`src/rtl/imem_loader_pkg.sv`:
```
// imem_loader_pkg: shared state encoding and stream framing constants for the boot loader.
// Rev 1.0
`default_nettype none

package imem_loader_pkg;

  typedef enum logic [2:0] {
    LEN_HI = 3'd0,
    LEN_LO = 3'd1,
    DATA   = 3'd2,
    CSUM   = 3'd3,
    DONE   = 3'd4,
    ERR    = 3'd5
  } state_e;

  localparam int BYTES_PER_WORD = 4;
  localparam int LEN_BYTES      = 2;

endpackage

`default_nettype wire

```
`src/rtl/loader_word_pack.sv`:
```
// loader_word_pack: packs a byte stream big-endian into 32-bit words, one-cycle registered word strobe.
// Rev 1.0
`default_nettype none

module loader_word_pack
  import imem_loader_pkg::*;
(
  input  logic        clock,
  input  logic        reset,
  input  logic        clear_i,
  input  logic        byte_valid_i,
  input  logic [7:0]  byte_i,
  output logic        word_last_o,
  output logic        word_valid_o,
  output logic [31:0] word_o
);

  localparam logic [1:0] LAST_IDX = 2'(BYTES_PER_WORD - 1);

  logic [1:0]  idx_q, idx_d;
  logic [31:0] shift_q, shift_d;
  logic        valid_q;

  assign word_last_o = byte_valid_i & ~clear_i & (idx_q == LAST_IDX);

  always_comb begin
    idx_d   = idx_q;
    shift_d = shift_q;
    if (clear_i) begin
      idx_d   = 2'd0;
      shift_d = 32'd0;
    end else if (byte_valid_i) begin
      shift_d = {shift_q[23:0], byte_i};
      idx_d   = idx_q + 2'd1;
    end
  end

  always_ff @(posedge clock or negedge reset) begin
    if (!reset) begin
      idx_q   <= 2'd0;
      shift_q <= 32'd0;
      valid_q <= 1'b0;
    end else begin
      idx_q   <= idx_d;
      shift_q <= shift_d;
      valid_q <= word_last_o;
    end
  end

  // The shift register holds the completed word for exactly the strobe cycle.
  assign word_valid_o = valid_q;
  assign word_o       = shift_q;

endmodule

`default_nettype wire

```
`src/rtl/imem_boot_loader.sv`:
```
// imem_boot_loader: loads a length-prefixed byte image into instruction memory, then releases the core.
// Optional trailing checksum byte enabled by IMEM_LOADER_CHECKSUM_EN.  Rev 1.0
`default_nettype none

module imem_boot_loader
  import imem_loader_pkg::*;
#(
  parameter int ADDR_W = 8
) (
  input  logic              clock,
  input  logic              reset,
  input  logic [7:0]        rx_data,
  input  logic              rx_valid,
  output logic              rx_ready,
  output logic              imem_we,
  output logic [ADDR_W-1:0] imem_addr,
  output logic [31:0]       imem_wdata,
  output logic              cpu_reset,
  output logic              done,
  output logic              error
);

  localparam logic [16:0]   MAX_WORDS = 17'(1) << ADDR_W;
  localparam logic [ADDR_W:0] ONE_W   = (ADDR_W + 1)'(1);
`ifdef IMEM_LOADER_CHECKSUM_EN
  localparam state_e AFTER_PAYLOAD = CSUM;
`else
  localparam state_e AFTER_PAYLOAD = DONE;
`endif

  state_e            state_q, state_d;
  logic [7:0]        len_hi_q, len_hi_d;
  logic [ADDR_W:0]   last_q, last_d;
  logic [ADDR_W:0]   widx_q, widx_d;
  logic [ADDR_W-1:0] addr_q, addr_d;
  logic              rx_ready_q, done_q, error_q, cpu_reset_q;
`ifdef IMEM_LOADER_CHECKSUM_EN
  logic [7:0]        sum_q, sum_d;
`endif

  logic        w_hs, w_byte_valid, w_word_last;
  logic [15:0] w_len;

  assign w_hs         = rx_valid & rx_ready_q;
  assign w_byte_valid = w_hs & (state_q == DATA);
  assign w_len        = {len_hi_q, rx_data};

  loader_word_pack u_pack (
    .clock        (clock),
    .reset        (reset),
    .clear_i      (state_q != DATA),
    .byte_valid_i (w_byte_valid),
    .byte_i       (rx_data),
    .word_last_o  (w_word_last),
    .word_valid_o (imem_we),
    .word_o       (imem_wdata)
  );

  always_comb begin
    state_d  = state_q;
    len_hi_d = len_hi_q;
    last_d   = last_q;
    widx_d   = widx_q;
    addr_d   = addr_q;
`ifdef IMEM_LOADER_CHECKSUM_EN
    sum_d    = sum_q;
`endif
    case (state_q)
      LEN_HI: begin
        if (w_hs) begin
          len_hi_d = rx_data;
          state_d  = LEN_LO;
        end
      end
      LEN_LO: begin
        if (w_hs) begin
          last_d = w_len[ADDR_W:0] - ONE_W;
          if ({1'b0, w_len} > MAX_WORDS)  state_d = ERR;
          else if (w_len == 16'd0)        state_d = AFTER_PAYLOAD;
          else                            state_d = DATA;
        end
      end
      DATA: begin
`ifdef IMEM_LOADER_CHECKSUM_EN
        if (w_byte_valid) sum_d = sum_q + rx_data;
`endif
        if (w_word_last) begin
          addr_d = widx_q[ADDR_W-1:0];
          widx_d = widx_q + ONE_W;
          if (widx_q == last_q) state_d = AFTER_PAYLOAD;
        end
      end
      CSUM: begin
`ifdef IMEM_LOADER_CHECKSUM_EN
        if (w_hs) state_d = (rx_data == sum_q) ? DONE : ERR;
`endif
      end
      default: ;
    endcase
  end

  always_ff @(posedge clock or negedge reset) begin
    if (!reset) begin
      state_q     <= LEN_HI;
      len_hi_q    <= 8'd0;
      last_q      <= '0;
      widx_q      <= '0;
      addr_q      <= '0;
      rx_ready_q  <= 1'b0;
      done_q      <= 1'b0;
      error_q     <= 1'b0;
      cpu_reset_q <= 1'b0;
`ifdef IMEM_LOADER_CHECKSUM_EN
      sum_q       <= 8'd0;
`endif
    end else begin
      state_q     <= state_d;
      len_hi_q    <= len_hi_d;
      last_q      <= last_d;
      widx_q      <= widx_d;
      addr_q      <= addr_d;
      rx_ready_q  <= (state_d != DONE) && (state_d != ERR);
      done_q      <= (state_d == DONE);
      error_q     <= (state_d == ERR);
      // Lagging done by one edge lets the final word's write retire first.
      cpu_reset_q <= done_q;
`ifdef IMEM_LOADER_CHECKSUM_EN
      sum_q       <= sum_d;
`endif
    end
  end

  assign rx_ready  = rx_ready_q;
  assign imem_addr = addr_q;
  assign cpu_reset = cpu_reset_q;
  assign done      = done_q;
  assign error     = error_q;

endmodule

`default_nettype wire

```
`config.mk`:
```
export PLATFORM = sky130hd
export DESIGN_NAME = imem_boot_loader
export DESIGN_NICKNAME = d
export VERILOG_FILES = /design/src/rtl/imem_loader_pkg.sv /design/src/rtl/loader_word_pack.sv /design/src/rtl/imem_boot_loader.sv
export SDC_FILE = /design/constraint.sdc
export NUM_CORES = 1
export LEC_CHECK = 0
export ABC_CLOCK_PERIOD_IN_PS = 2100
export BUFFER_PORTS_ARGS = -buffer_cell sky130_fd_sc_hd__buf_2
export CAP_MARGIN = 10
export CORE_UTILIZATION = 50
export CTS_CLUSTER_DIAMETER = 100
export CTS_CLUSTER_SIZE = 12
export DETAILED_ROUTE_END_ITERATION = 8
export MAX_ROUTING_LAYER = met4
export PLACE_DENSITY_LB_ADDON = 0.3
export SYNTH_ARGS = -nofsm -noshare
export SYNTH_HDL_FRONTEND = slang
export SYNTH_SLANG_ARGS = --single-unit
```
`constraint.sdc`:
```
create_clock -name clock -period 2.1 [get_ports clock]
set_input_delay 0 -clock clock [delete_from_list [all_inputs] [get_ports clock]]
set_output_delay 0 -clock clock [all_outputs]
set_load 0.05 [all_outputs]
```
==> qor.yml, run 1 <==
p_seq_share_pct: 46.3
crit_required_ps: 2360
die_y_um: 82.79
cp-startpoint: "state_q[0]$_DFF_PN0_"
hold_path.class: "input pin to asynchronous set/reset pin"
fin_crit_sh_pct: 96.45
crit_fanout: 37
clk_latency_ps: 350
power_density_mw_per_mm2: 1046
ys_warn_count: 0
antenna_found_initial: 0
grt-ovfl-total: 0
ys_seq_elements: 76
grt_usage_pct: 22.18
post-route-drc-count: 0
r2r-start: "state_q[0]$_DFF_PN0_"
grt_pass1_vias: 2246
globalplace.congestion: 0.8234
grt_setup_unrepaired: "false"
cts-root-buf: "clkbuf_8"
yosysUniqueCellTypes: 32
dieArea_mm2: 0.006853
setup_viol_count_final: 0
cts_made_buffers: 9
synth_top_cell_by_area: "dfrtp_1"
synth_area_leaders: "dfrtp_1 (58%), nand2_1 (12%), a21oi_1 (5.4%), xnor2_1 (4.6%), mux2_2 (2.8%)"
via_per_inst: 5.177
initial_utilization_pct: 51.68
numPortBuffers: 55
r2r-end: "widx_q[6]$_DFFE_PN0P_"
drt-total-wl_um: 6933
peakVddDrop_v: 0.0009019
synth-seq-area-share_pct: 58.28
finalPower_mw: 4.159
critPathKind: "flip-flop to flip-flop"
cp_slowest_stage_delay_ps: 570
reg2reg_slack_ps: 70
grt_pass1_wl_um: 10760
cts.sinks: 76
htreeDepth: 3
fill_cells: 556
leakagePower_nw: 1.894
outcome: "finished, final reports clean"
endpoint: "widx_q[6]$_DFFE_PN0P_"
tritoncts: "done"
internal-power_mw: 2.799
crit_arrival_ps: 2290
die_w_um: 82.79
regArea_mm2: 0.001902
yosysTopAreaCellShare_pct: 58.28
max_freq_mhz: 493.7
first_pass_iters: 4
critPathSlowestCell: "or4_4"
power_frac_comb_pct: 24.6
drtIter0Drc: 208
hold_viol: 0
postRouteAntennaNets: 0
start_kind: "flip-flop"
postSynthAreaPerCell_um2: 9.741
finalMaxSlewViolations: 0
cts_resized: 0
clkTransAtPathRegs_ps: 80
antenna_cells: 0
vias: 2521
area_growth_syn_to_layout_pct: 21.86
finalSetupTns_ps: 0
min_period_ps: 2026
grt_max_degree: 38
multi_input_area_mm2: 0.001266
cap_violations: 0
num_rows: 29
worstRegToRegCells: 5
layout_common_cells: "nand2_1 (106), dfrtp_1 (76), buf_2 (55)"
clockPowerShare_pct: 29.1
critPathCaptureType: "flip-flop"
cp_cell_sequence: "or3b_1 > buf_4 > or4_4 > nor2_1 > xor2_1"
nets: 420
dp_hpwl_um: 4826
io_pins: 56
worstMarginPinSlew_ps: 575.4
finClkSkew_ps: 15.59
p_sw_mw: 1.360
synthCells: 335
core_mm2: 0.006314
layout_commonest_cell: "nand2_1"
clock_path_buffers: 2
syn-cell-area_mm2: 0.003263
switching_share_pct: 32.71
wire_per_inst_um: 14.24
relSlewSlack_pct: 61.29
synth_nets: 350
layout-drive-gt1-share_pct: 22.93
[cell families after synthesis]
logic type	after synthesis	share of synthesized area, %
AO/OA/AOI/OAI	53	8.896
XOR/XNOR	24	6.442
adder cells (fa/ha/maj)	4	1.534
buffers and inverters	25	2.914
flip-flops	76	58.28
multiplexers	8	2.761
AND/OR/NAND/NOR	145	19.17
[Yosys cell counts]
cell type  instances
a211o_1            1
a21oi_1           35
a22oi_1            1
a31o_2             1
a31oi_1            2
and2_1             3
and3_1             2
buf_2              1
clkbuf_1          16
clkinv_1           1
dfrtp_1           76
ha_1               4
inv_1              7
mux2_2             8
nand2_1          106
nand3_1            7
nand4_1            4
nor2_1            10
nor2b_1            1
nor3_1             1
nor4_1             4
nor4bb_1           1
o21ai_0            9
o21bai_1           1
o31ai_1            2
o32a_1             1
or2_2              1
or3b_1             1
or4_1              2
or4_4              2
xnor2_1           17
xor2_1             7
[per-layer routing]
layer	GRT usage (%)	vias to the layer above	part of all wire, %
met4	9.310	0	1.5
met2	31.89	61	45
met1	30.51	1202	50
met3	4.590	11	3.6
li1	-	1247	-
met5	-	-	0
[critical path: cells and delay by family (launching register included)]
kind / cells / cell delay [ps]
XOR/XNOR: 1 / 180
buffers and inverters: 1 / 260
flip-flops: 1 / 380
AND/OR/NAND/NOR: 3 / 1110
[worst min-delay path by stage]
stage | startpoint | endpoint | slack, ps | cells after the start
6_report | reset | u_pack.word_o[27]$_DFFE_PN0P_ | 160 | 2
5_1_grt | rx_valid | widx_q[4]$_DFFE_PN0P_ | 210 | 4
4_1_cts | reset | u_pack.word_valid_o$_DFF_PN0_ | 160 | 2
3_5_place_dp | reset | u_pack.word_o[27]$_DFFE_PN0P_ | 10 | 1
3_3_place_gp | reset | u_pack.word_o[29]$_DFFE_PN0P_ | 8 | 1
2_1_floorplan | reset | cpu_reset$_DFF_PN0_ | -300 | 0
[per-stage QoR]
stage                     setup slack [ps]  cell area (um^2)  hold slack [ps]  utilization [%]  cells
final                                74.45              3976            159.2            62.98    487
after global routing                 2.447              3976            205.7            62.98    487
after CTS                            54.18              3976            164.0            62.98    487
after detailed placement             82.03              3672            10.18            58.16    462
after global placement               163.9              3672            7.995            58.16    462
after floorplan                      49.92              3263           -295.6                -    335
[power groups by stage]
stage | Clock [mW] | Combinational, mW | Sequential (mW)
floorplan | 0 | 0.530 | 2.11
global placement | 0 | 0.988 | 1.94
detailed placement | 0 | 1.02 | 1.96
CTS | 1.23 | 1.04 | 1.93
global route | 1.29 | 1.12 | 1.96
finish | 1.21 | 1.02 | 1.92
[timing repair]
| item | in CTS | in global routing |
|---|---|---|
| hold endpoints to repair | 38 | 0 |
| buffers inserted | 0 | 0 |
| hold buffers | 9 | 0 |
[registers in the layout (all words and copies together), names as in the netlist]
signal	flops
u_pack.idx_q	2
last_q	9
rx_ready	1
error	1
len_hi_q	8
state_q	3
u_pack.word_valid_o	1
done	1
imem_addr	8
cpu_reset	1
widx_q	9
u_pack.word_o	32
[cell type report]
type	instances	area share, %
sequential	76	47.83
multi-input combinational	234	31.84
timing repair buffer	76	11.77
clock buffer	10	3.210
tap	77	2.423
clock inverter	6	2.171
inverter	8	0.7552
Power figures use the tool's default switching activity.
==> run 2: changes to the inputs <==
--- a/config.mk
+++ b/config.mk
@@ -5,13 +5,14 @@
 export SDC_FILE = /design/constraint.sdc
 export NUM_CORES = 1
 export LEC_CHECK = 0
-export ABC_CLOCK_PERIOD_IN_PS = 2100
+export ABC_CLOCK_PERIOD_IN_PS = 2200
 export BUFFER_PORTS_ARGS = -buffer_cell sky130_fd_sc_hd__buf_2
 export CAP_MARGIN = 10
-export CORE_UTILIZATION = 50
+export CORE_UTILIZATION = 55
 export CTS_CLUSTER_DIAMETER = 100
 export CTS_CLUSTER_SIZE = 12
 export DETAILED_ROUTE_END_ITERATION = 8
+export GPL_ROUTABILITY_DRIVEN = 0
 export MAX_ROUTING_LAYER = met4
 export PLACE_DENSITY_LB_ADDON = 0.3
 export SYNTH_ARGS = -nofsm -noshare
==> constraint.sdc (replaced) <==
create_clock -name clock -period 2.2 [get_ports clock]
set_input_delay 0 -clock clock [delete_from_list [all_inputs] [get_ports clock]]
set_output_delay 0 -clock clock [all_outputs]
set_load 0.05 [all_outputs]
==> run 2 against run 1 <==
  * Cell count decreased by 2.3%
  * Clock skew decreased by 6.1 ps
  * Global-route usage increased by 2.0 points
  * Critical endpoint is now rx_ready$_DFF_PN0_
  * Highest routed layer unchanged
==> qor.yml, run 2 (synthesis results as in run 1) <==
grt-ovfl-total: 0
leakagePower_nw: 1.840
peakVddDrop_v: 0.0007249
postRouteAntennaNets: 0
relSlewSlack_pct: 57.80
first_pass_iters: 4
crit_arrival_ps: 2220
grt_max_degree: 38
io_pins: 56
clock_path_buffers: 2
critPathSlowestCell: "or4_4"
antenna_found_initial: 0
tritoncts: "done"
cap_violations: 0
layout_common_cells: "nand2_1 (106), dfrtp_1 (76), buf_2 (55)"
cts.sinks: 76
start_kind: "flip-flop"
grt_pass1_vias: 2309
core_mm2: 0.005608
layout-drive-gt1-share_pct: 22.03
clk_latency_ps: 340
wire_per_inst_um: 13.93
area_growth_syn_to_layout_pct: 18.67
worstMarginPinSlew_ps: 633.0
setup_viol_count_final: 0
drtIter0Drc: 179
grt_pass1_wl_um: 11190
critPathKind: "flip-flop to flip-flop"
largest_reg_flops: 32
cts-root-buf: "clkbuf_8"
place_area_mm2: 0.003631
grt_setup_unrepaired: "false"
post-route-drc-count: 0
min_period_ps: 2005
crit_fanout: 5
hold_slack_ps: 105.8
die_w_um: 79.03
hold_viol: 0
fin_crit_sh_pct: 91.15
crit_required_ps: 2420
vias: 2502
fin_area_mm2: 0.003872
antenna_cells: 0
clkTransAtPathRegs_ps: 70
layout_commonest_cell: "nand2_1"
die_y_um: 79.03
cp_slowest_stage_delay_ps: 560
drt-total-wl_um: 6630
num_rows: 27
dp_hpwl_um: 4557
nets: 417
grt_usage_pct: 24.23
initial_utilization_pct: 58.19
dieArea_mm2: 0.006245
outcome: "finished, final reports clean"
critPathCaptureType: "flip-flop"
cts_made_buffers: 9
finalSetupTns_ps: 0
hold_path.class: "input pin to flip-flop"
htreeDepth: 3
power_density_mw_per_mm2: 936.8
fill_cells: 444
finClkSkew_ps: 9.523
via_per_inst: 5.256
finalMaxSlewViolations: 0
numPortBuffers: 55
max_freq_mhz: 498.7
cp_cell_sequence: "or3b_1 > or4_4 > o32a_1 > o21bai_1"
-- run 2: cell count changes in the layout (fill, tap and decap cells not counted), sizes merged --
cell    previous run  this run
inv                8         7
bufinv             2         0
buf               67        64
-- run 2: per-stage QoR --
| step | util [%] | instances | total power, mW | setup WS (ps) |
|---|---|---|---|---|
| after CTS | 68.94 | 476 | 3.652 | 138.0 |
| after floorplan | - | 335 | 2.521 | 149.9 |
| after global routing | 69.05 | 476 | 3.835 | 80.74 |
| after detailed placement | 64.75 | 454 | 2.795 | 146.2 |
| after global placement | 64.75 | 454 | 2.757 | 227.6 |
| final | 69.05 | 476 | 3.628 | 194.6 |
-- run 2: where the power goes --
| group | total [mW] | switching (mW) | leakage, nW | internal (mW) |
|---|---|---|---|---|
| registers | 1.85 | 0.191 | 1.01 | 1.66 |
| clock network | 0.848 | 0.461 | 0.0739 | 0.387 |
| logic | 0.934 | 0.578 | 0.756 | 0.356 |
-- run 2: timing repair --
item | 4_1_cts | 5_1_grt
endpoints found under the setup margin | 0 | 1
resized for setup | 0 | 1
endpoints found under the hold margin | 40 | 0
setup buffers | 0 | 0
hold buffers | 9 | 0
-- run 2: cell type report --
| type | count | area, um^2 | share of cell area (%) |
|---|---|---|---|
| Timing Repair Buffer | 73 | 432.9 | 11.18 |
| Tap cell | 72 | 90.09 | 2.326 |
| Clock buffer | 10 | 127.6 | 3.296 |
| Clock inverter | 3 | 17.52 | 0.4523 |
| Multi-Input combinational cell | 234 | 1272 | 32.86 |
| Inverter | 8 | 30.03 | 0.7754 |
| Sequential cell | 76 | 1902 | 49.11 |
-- run 2: path summary, 6_finish.rpt --
| check | from | endpoint | slack (ps) | cells past startpoint |
|---|---|---|---|---|
| max | state_q[2]$_DFF_PN0_ | rx_ready$_DFF_PN0_ | 190 | 4 |
| min | rx_valid | state_q[1]$_DFF_PN0_ | 110 | 5 |
| max reg2reg | state_q[2]$_DFF_PN0_ | rx_ready$_DFF_PN0_ | 190 | 4 |
| min reg2reg | done$_DFF_PN0_ | cpu_reset$_DFF_PN0_ | 380 | 0 |
| max in group asynchronous | reset | u_pack.word_o[26]$_DFFE_PN0P_ | 1230 | 3 |
| min in group asynchronous | reset | imem_addr[5]$_DFFE_PN0P_ | 210 | 2 |
-- run 2: layer usage --
metal | track usage, % | wire length, um | vias to the layer above
li1 | - | - | 1243
met1 | 34.52 | 3231 | 1178
met2 | 34.66 | 2949 | 72
met3 | 4.138 | 339 | 9
met4 | 9.818 | 110 | 0
met5 | - | 0 | -
-- run 2: worst max-delay path: cells and delay by family, from the launching register on --
kind               cells  cell delay (ps)
AOI/OAI and AO/OA      2              550
DFF                    1              410
and+or+nand+nor        2              940
==> run 3: changes to the inputs <==
--- a/config.mk
+++ b/config.mk
@@ -8,6 +8,7 @@
 export ABC_CLOCK_PERIOD_IN_PS = 2200
 export BUFFER_PORTS_ARGS = -buffer_cell sky130_fd_sc_hd__buf_2
 export CAP_MARGIN = 10
+export CORE_ASPECT_RATIO = 1.1
 export CORE_UTILIZATION = 55
 export CTS_CLUSTER_DIAMETER = 100
 export CTS_CLUSTER_SIZE = 12
==> run 3 against run 2 <==
  * Cell area grew 2.0%
  * Clock power grew 30%
  * Non-clock buffer count is the same
  * First-iteration DRC count shrank 26%
  * Count of clock-buffer cells in the layout grew 1
  * Wire length grew 2.3%
  * Sequential share of layout area shrank 0.98 points
  * Critical endpoint unchanged
  * Largest cell class unchanged
==> qor.yml, run 3 (synthesis results as in run 1) <==
die_y_um: 82.79
hold_path.class: "input pin to flip-flop"
finClkSkew_ps: 10.08
cp_slowest_stage_delay_ps: 560
hold_viol: 0
cts_made_buffers: 9
die_w_um: 75.44
tritoncts: "done"
dp_hpwl_um: 4487
drtIter0Drc: 133
peakVddDrop_v: 0.0006147
cts_resized: 0
grt_usage_pct: 24.39
r2r-start: "state_q[2]$_DFF_PN0_"
grt_max_degree: 77
finalSetupTns_ps: 0
cp_cell_sequence: "or3b_1 > or4_4 > o32a_1 > o21bai_1"
grt_pass1_wl_um: 10860
r2r-end: "rx_ready$_DFF_PN0_"
grt_setup_unrepaired: "false"
clk_latency_ps: 350
final_critical_path_setup_slack_ps: 162.6
final_util_pct: 68.92
antenna_found_initial: 0
power_density_mw_per_mm2: 984.2
vias: 2524
numPortBuffers: 55
min_period_ps: 2037
leakagePower_nw: 1.876
layout_commonest_cell: "nand2_1"
crit_required_ps: 2430
largest_reg_flops: 32
grt-ovfl-total: 0
finalMaxSlewViolations: 0
post-route-drc-count: 0
setup_viol_count_final: 0
worstMarginPinSlew_ps: 517.2
initial_utilization_pct: 56.92
fin_crit_sh_pct: 92.61
hold_slack_ps: 142.0
hold_depth: 5
cts.sinks: 76
start_kind: "flip-flop"
critPathKind: "flip-flop to flip-flop"
cap_violations: 0
min_to: "state_q[1]$_DFF_PN0_"
postCtsSetupRepairBufs: 0
relSlewSlack_pct: 65.20
dieArea_mm2: 0.006245
min_from: "rx_valid"
nets: 417
crit_fanout: 5
postRouteAntennaNets: 0
critPathCaptureType: "flip-flop"
antenna_cells: 0
finalPower_mw: 3.889
layout_common_cells: "nand2_1 (106), dfrtp_1 (76), buf_2 (55)"
pre_cts_ws_ps: 165.2
outcome: "finished, final reports clean"
worstRegToRegCells: 4
cts-root-buf: "clkbuf_8"
core_mm2: 0.005733
reg2reg_slack_ps: 160
clock_path_buffers: 2
fill_cells: 469
area_growth_syn_to_layout_pct: 21.09
first_pass_iters: 4
via_per_inst: 5.215
drt-total-wl_um: 6784
io_pins: 56
grt_pass1_vias: 2307
htreeDepth: 3
crit_arrival_ps: 2270
wire_per_inst_um: 14.02
num_rows: 29
critPathSlowestCell: "or4_4"
max_freq_mhz: 490.8
layout-drive-gt1-share_pct: 22.60
clkTransAtPathRegs_ps: 70
run 3: layout make-up:
class,instances,area (um^2),share of cell area [%]
clock inverters,5,60.06,1.520
repair buffers,73,445.4,11.27
well taps,77,96.34,2.438
flip-flops and latches,76,1902,48.13
inverters,8,30.03,0.7600
clock buffers,11,151.4,3.832
multi-input cells,234,1266,32.05
run 3: critical path, delay by kind of cell, from the launching register on:
kind | cells | cell delay (ps)
AOI/OAI and AO/OA | 2 | 550
DFF | 1 | 420
and+or+nand+nor | 2 | 940
run 3: where the power goes:
| group | switching (mW) | internal (mW) | leakage, nW | total [mW] |
|---|---|---|---|---|
| combinational | 0.578 | 0.357 | 0.761 | 0.935 |
| sequential | 0.195 | 1.65 | 1.01 | 1.85 |
| clock | 0.516 | 0.587 | 0.106 | 1.10 |
run 3: layer usage:
metal  track usage, %  part of all wire (%)  up-vias  wire length [um]
met3            5.314                   4.6       17               313
met4            10.74                   2.3        0               157
met5                -                     0        -                 0
met2            35.54                    47       70              3202
met1            32.88                    46     1191              3111
li1                 -                     -     1246                 -
run 3: through the flow:
step	std cells	cell area, um^2
global placement	459	3650
global route	484	3951
finish	484	3951
floorplan	335	3263
detailed placement	459	3650
CTS	484	3951
run 3: what timing repair did:
item / 4_1_cts / 5_1_grt
endpoints found under the setup margin: 0 / 0
endpoints found under the hold margin: 91 / 0
hold buffers: 9 / 0
run 3: how the worst max path moves through the flow:
stage	startpoint	depth (start not counted)	to	slack [ps]
global route	state_q[2]$_DFF_PN0_	5	widx_q[8]$_DFFE_PN0P_	90
floorplan	rx_ready$_DFF_PN0_	4	rx_ready$_DFF_PN0_	150
finish	state_q[2]$_DFF_PN0_	4	rx_ready$_DFF_PN0_	160
CTS	state_q[2]$_DFF_PN0_	4	rx_ready$_DFF_PN0_	160
detailed placement	state_q[2]$_DFF_PN0_	5	widx_q[8]$_DFFE_PN0P_	170
global placement	state_q[2]$_DFF_PN0_	4	rx_ready$_DFF_PN0_	240
